===== config.mk =====
export PLATFORM = sky130hd
export DESIGN_NAME = position_shifter
export DESIGN_NICKNAME = d
export VERILOG_FILES = /design/src/rtl/position_shifter.sv
export SDC_FILE = /design/constraint.sdc
export NUM_CORES = 1
export LEC_CHECK = 0
export BUFFER_PORTS_ARGS = -buffer_cell sky130_fd_sc_hd__buf_2
export CORE_AREA = 2 2 39 41
export CTS_BUF_LIST = sky130_fd_sc_hd__clkbuf_8
export DETAILED_ROUTE_END_ITERATION = 10
export DIE_AREA = 0 0 41 43
export PLACE_DENSITY = 0.69
export SKIP_CTS_REPAIR_TIMING = 1
export SLEW_MARGIN = 5
export SYNTH_ARGS = -nofsm -noshare
export SYNTH_HDL_FRONTEND = slang
export SYNTH_SLANG_ARGS = --single-unit

===== constraint.sdc =====
create_clock -name clk -period 1.4 [get_ports clk]
set_input_delay 0.28 -clock clk [delete_from_list [all_inputs] [get_ports clk]]
set_output_delay 0.28 -clock clk [all_outputs]
set_load 0.02 [all_outputs]

===== src/rtl/position_shifter.sv =====
// position_shifter: one-hot position register stepped one slot per button press, with a padded display bus.
// Defining AUTO_REPEAT_EN adds hold-to-repeat stepping (REPEAT_DELAY, REPEAT_PERIOD).
module position_shifter #(
  parameter int WIDTH = 4,
  parameter int PAD = 3,
  parameter int WRAP = 0,
  parameter int REPEAT_DELAY = 8,
  parameter int REPEAT_PERIOD = 4,
  localparam int IW = $clog2(WIDTH)
) (
  input  logic                 clk,
  input  logic                 reset,
  input  logic                 shift_left,
  input  logic                 shift_right,
  input  logic                 load,
  input  logic [IW-1:0]        load_pos,
  input  logic                 fast,
  output logic [WIDTH-1:0]     state,
  output logic [IW-1:0]        pos,
  output logic                 at_left,
  output logic                 at_right,
  output logic [WIDTH+PAD-1:0] out
);
  localparam logic [WIDTH-1:0] MSB = {1'b1, {(WIDTH-1){1'b0}}};
  localparam logic [WIDTH-1:0] LSB = WIDTH'(1);
  logic idle_l, idle_r, rise_l, rise_r, rep_l, rep_r, mv_l, mv_r;
  logic [WIDTH-1:0] nxt, rev;
  // idle_* records "input was low last cycle", so a button held through reset never counts as a press
  assign rise_l = shift_left & idle_l;
  assign rise_r = shift_right & idle_r;
`ifdef AUTO_REPEAT_EN
  localparam int MX = REPEAT_DELAY > REPEAT_PERIOD ? REPEAT_DELAY : REPEAT_PERIOD;
  localparam int CW = $clog2(MX + 1);
  logic [CW-1:0] cnt;
  logic armed, started, one, acc, rep;
  assign one = shift_left ^ shift_right;
  assign acc = ~load & (rise_l ^ rise_r);
  assign rep = armed & one & (cnt == (started ? CW'(REPEAT_PERIOD - 1) : CW'(REPEAT_DELAY - 1)));
  always_ff @(posedge clk or negedge reset)
    if (!reset) begin
      cnt <= '0;
      armed <= 1'b0;
      started <= 1'b0;
    end else if (load | ~one | acc) begin
      cnt <= '0;
      started <= 1'b0;
      armed <= acc;
    end else if (rep) begin
      cnt <= '0;
      started <= 1'b1;
    end else if (armed && cnt != '1) begin
      cnt <= cnt + 1'b1;
    end
  assign rep_l = rep & shift_left;
  assign rep_r = rep & shift_right;
`else
  assign rep_l = 1'b0;
  assign rep_r = 1'b0;
`endif
  assign mv_l = (rise_l | rep_l) & ~(rise_l & rise_r);
  assign mv_r = (rise_r | rep_r) & ~(rise_l & rise_r);
  assign nxt = load ? ((int'(load_pos) < WIDTH) ? LSB << load_pos : state) :
               mv_l ? (state[WIDTH-1] ? (WRAP != 0 ? LSB : state) : state << 1) :
               mv_r ? (state[0] ? (WRAP != 0 ? MSB : state) : state >> 1) : state;
  always_ff @(posedge clk or negedge reset)
    if (!reset) begin
      state <= MSB;
      idle_l <= 1'b0;
      idle_r <= 1'b0;
    end else begin
      state <= nxt;
      idle_l <= ~shift_left;
      idle_r <= ~shift_right;
    end
  always_comb begin
    pos = '0;
    rev = '0;
    for (int i = 0; i < WIDTH; i++) begin
      if (state[i]) pos = IW'(i);
      rev[i] = state[WIDTH-1-i];
    end
  end
  assign at_left = state[WIDTH-1];
  assign at_right = state[0];
  assign out = fast ? {{PAD{1'b0}}, state} : {rev, {PAD{1'b0}}};
endmodule

==> results.txt <==
Drt first pass iters - 4
Slew headroom - 0.809
Drc violations - 0
DR WL met2 - 437 µm
Initial Utilization - 0.319
Skew-Pair Late Insertion Delay - 0.23 ns
Yosys top cell by area - dfrtp_1
Fin crit share - 0.951
Top Metal Used - met4
Kind of critical path - reg -> out
DIE WIDTH - 41 µm
Max Cap Viol - 0
Fraction of registers with async set/reset - 1.00
Crit. End Element - output pin
Most common cell in the synthesized netlist - dfrtp_1
Number of H-tree branching levels - 1
Buffers on Ports - 22
Vias - 450
Syn Nets - 58
EDFF count, synth - 0
Crit start category - flip-flop
Final hold vios - 0
Part of the Yosys area used for sequential elements - 0.343
First-pass GRT wire length - 1440 µm
RR Startpoint - idle_l
Ys Warns - 0
Worst setup path start - state[3]
Total Nets Final - 83
Core Area - 1380 µm²
Final WL - 1000 µm
Area of the mapped netlist - 442 µm²
Max Clk Rate - 0.751 GHz
Maximum fanout along the worst path - 6
Util after Layout - 0.437
RSZ-0062 raised after global routing - false
WL met3 - 97 µm
Setup Skew - 0.00671 ns
Placed insts - 84
Antenna Nets Post-Route - 0
Gr usage total - 0.132
TritonCTS clock tree - yes
Area growth syn-to-layout - 36.8%
Slew @ Worst Pin - 0.285 ns
Share of the synthesized area in the top cell type - 0.283
GPL Wtd Cong - 0.816
Die area - 1760 µm²
Max Slew Vio Count - 0
CP arrival - 1.05 ns
Row cnt - 14
Number of global-route vias before repair - 345
Hold Path Origin - shift_left
Grt ovf - 0
DP HPWL - 762 µm
WHS - 0.229 ns
Root Buffer - clkbuf_8
Post-Synthesis Cells - 50
Tmin final - 1.33 ns
Distinct cells, synth - 29
CTS Buf Count - 3
Vias/cell - 5.00
Outcome - completed
Setup_tns - 0 ns
Worst hold path class - in -> reg
Synth cell count leaders - 5 x dfrtp_1, 4 x a21oi_1
Number of antenna violations at the first check in global routing - 0
Share of cells above drive strength 1 - 0.446
CTS clk-pin slew, worst paths - 0.03 ns
Fin cells - 90
Die height - 43 µm
Number of setup violations in the final report - 0
DR iter-0 viols - 8
Worst Path Required - 1.12 ns
Number of synthesized register bits - 6
Wirelength per Cell - 11.1 µm
Pwr Density - 1480 nW/µm²
CTS sink cnt - 6
Maximum VDD drop - 0.832 mV
DRT met1 WL - 427 µm
Leak - 0.312 nW
Mean Syn Cell Area - 8.83 µm²
Post-synth top flop - dfrtp_1
Largest net degree at the start of global routing - 11
CTS max path bufs - 2
I/O Pins - 23
Leading post-synthesis cells by cell area - dfrtp_1 28%, o32a_1 6.8%, dfstp_2 5.9%
Antenna Diode Count - 0
Pwr Total - 0.000896 W
cell families (layout without fill, tap and decap cells):
kind of cell	Yosys count	in the layout	share of synthesized area
flops	6	6	0.343
simple gates	20	20	0.280
compound gates	16	16	0.263
buf+inv	8	32	0.113
layer usage:
| layer | vias to the layer above | GRT usage |
|---|---|---|
| met4 | 0 | 0.120 |
| met1 | 197 | 0.134 |
| li1 | 224 | - |
| met5 | - | 0 |
| met2 | 25 | 0.194 |
| met3 | 4 | 0.0524 |
cells in the final DEF (no fill, tap or decap), drive strengths merged, types with 2 or more instances in the layout:
master,instances
o32a,3
a21oi,5
inv,5
nand3,2
o21ai,2
nand2,4
buf,23
nor2,3
nor2b,2
dfrtp,5
and2,5
clkbuf,3
power breakdown:
part           internal [W]  switching (W)
clock              0.000189      0.0000870
sequential         0.000207      0.0000459
combinational      0.000152       0.000215
critical path, cell delays in order, from the launching register on:
cell and delay [ns]:
dfstp_2 0.58, inv_4 0.06, nand2_1 0.06, buf_4 0.13
worst paths after layout:
| check | slack (ns) | cells past startpoint | endpoint |
|---|---|---|---|
| setup / recovery | 0.07 | 3 | pos[1] |
| hold / removal | 0.23 | 2 | idle_l |
| setup reg to reg | 0.16 | 4 | state[0] |
| hold reg to reg | 0.54 | 1 | state[2] |
| max in group asynchronous | 0.77 | 2 | state[3] |
| min in group asynchronous | 0.40 | 2 | state[0] |
registers in the layout (all words and copies together) (netlist names):
name    count
idle_l      1
idle_r      1
state       4
metrics by stage:
step / worst slack (ns) / instance area, µm²
final: 0.0680 / 604
after floorplan: 0.0696 / 442
after global routing: 0.00583 / 604
after global placement: 0.116 / 538
after CTS: -0.0291 / 583
after detailed placement: 0.0960 / 538
layout make-up:
| type | instances | area (µm²) |
|---|---|---|
| fillers | 143 | 779 |
| clock buffers | 3 | 41.3 |
| flip-flops and latches | 6 | 151 |
| well taps | 16 | 20.0 |
| clock inverters | 1 | 3.75 |
| multi-input cells | 36 | 240 |
| repair buffers | 24 | 130 |
| inverters | 4 | 17.5 |
(Power assumes the default switching activity.)
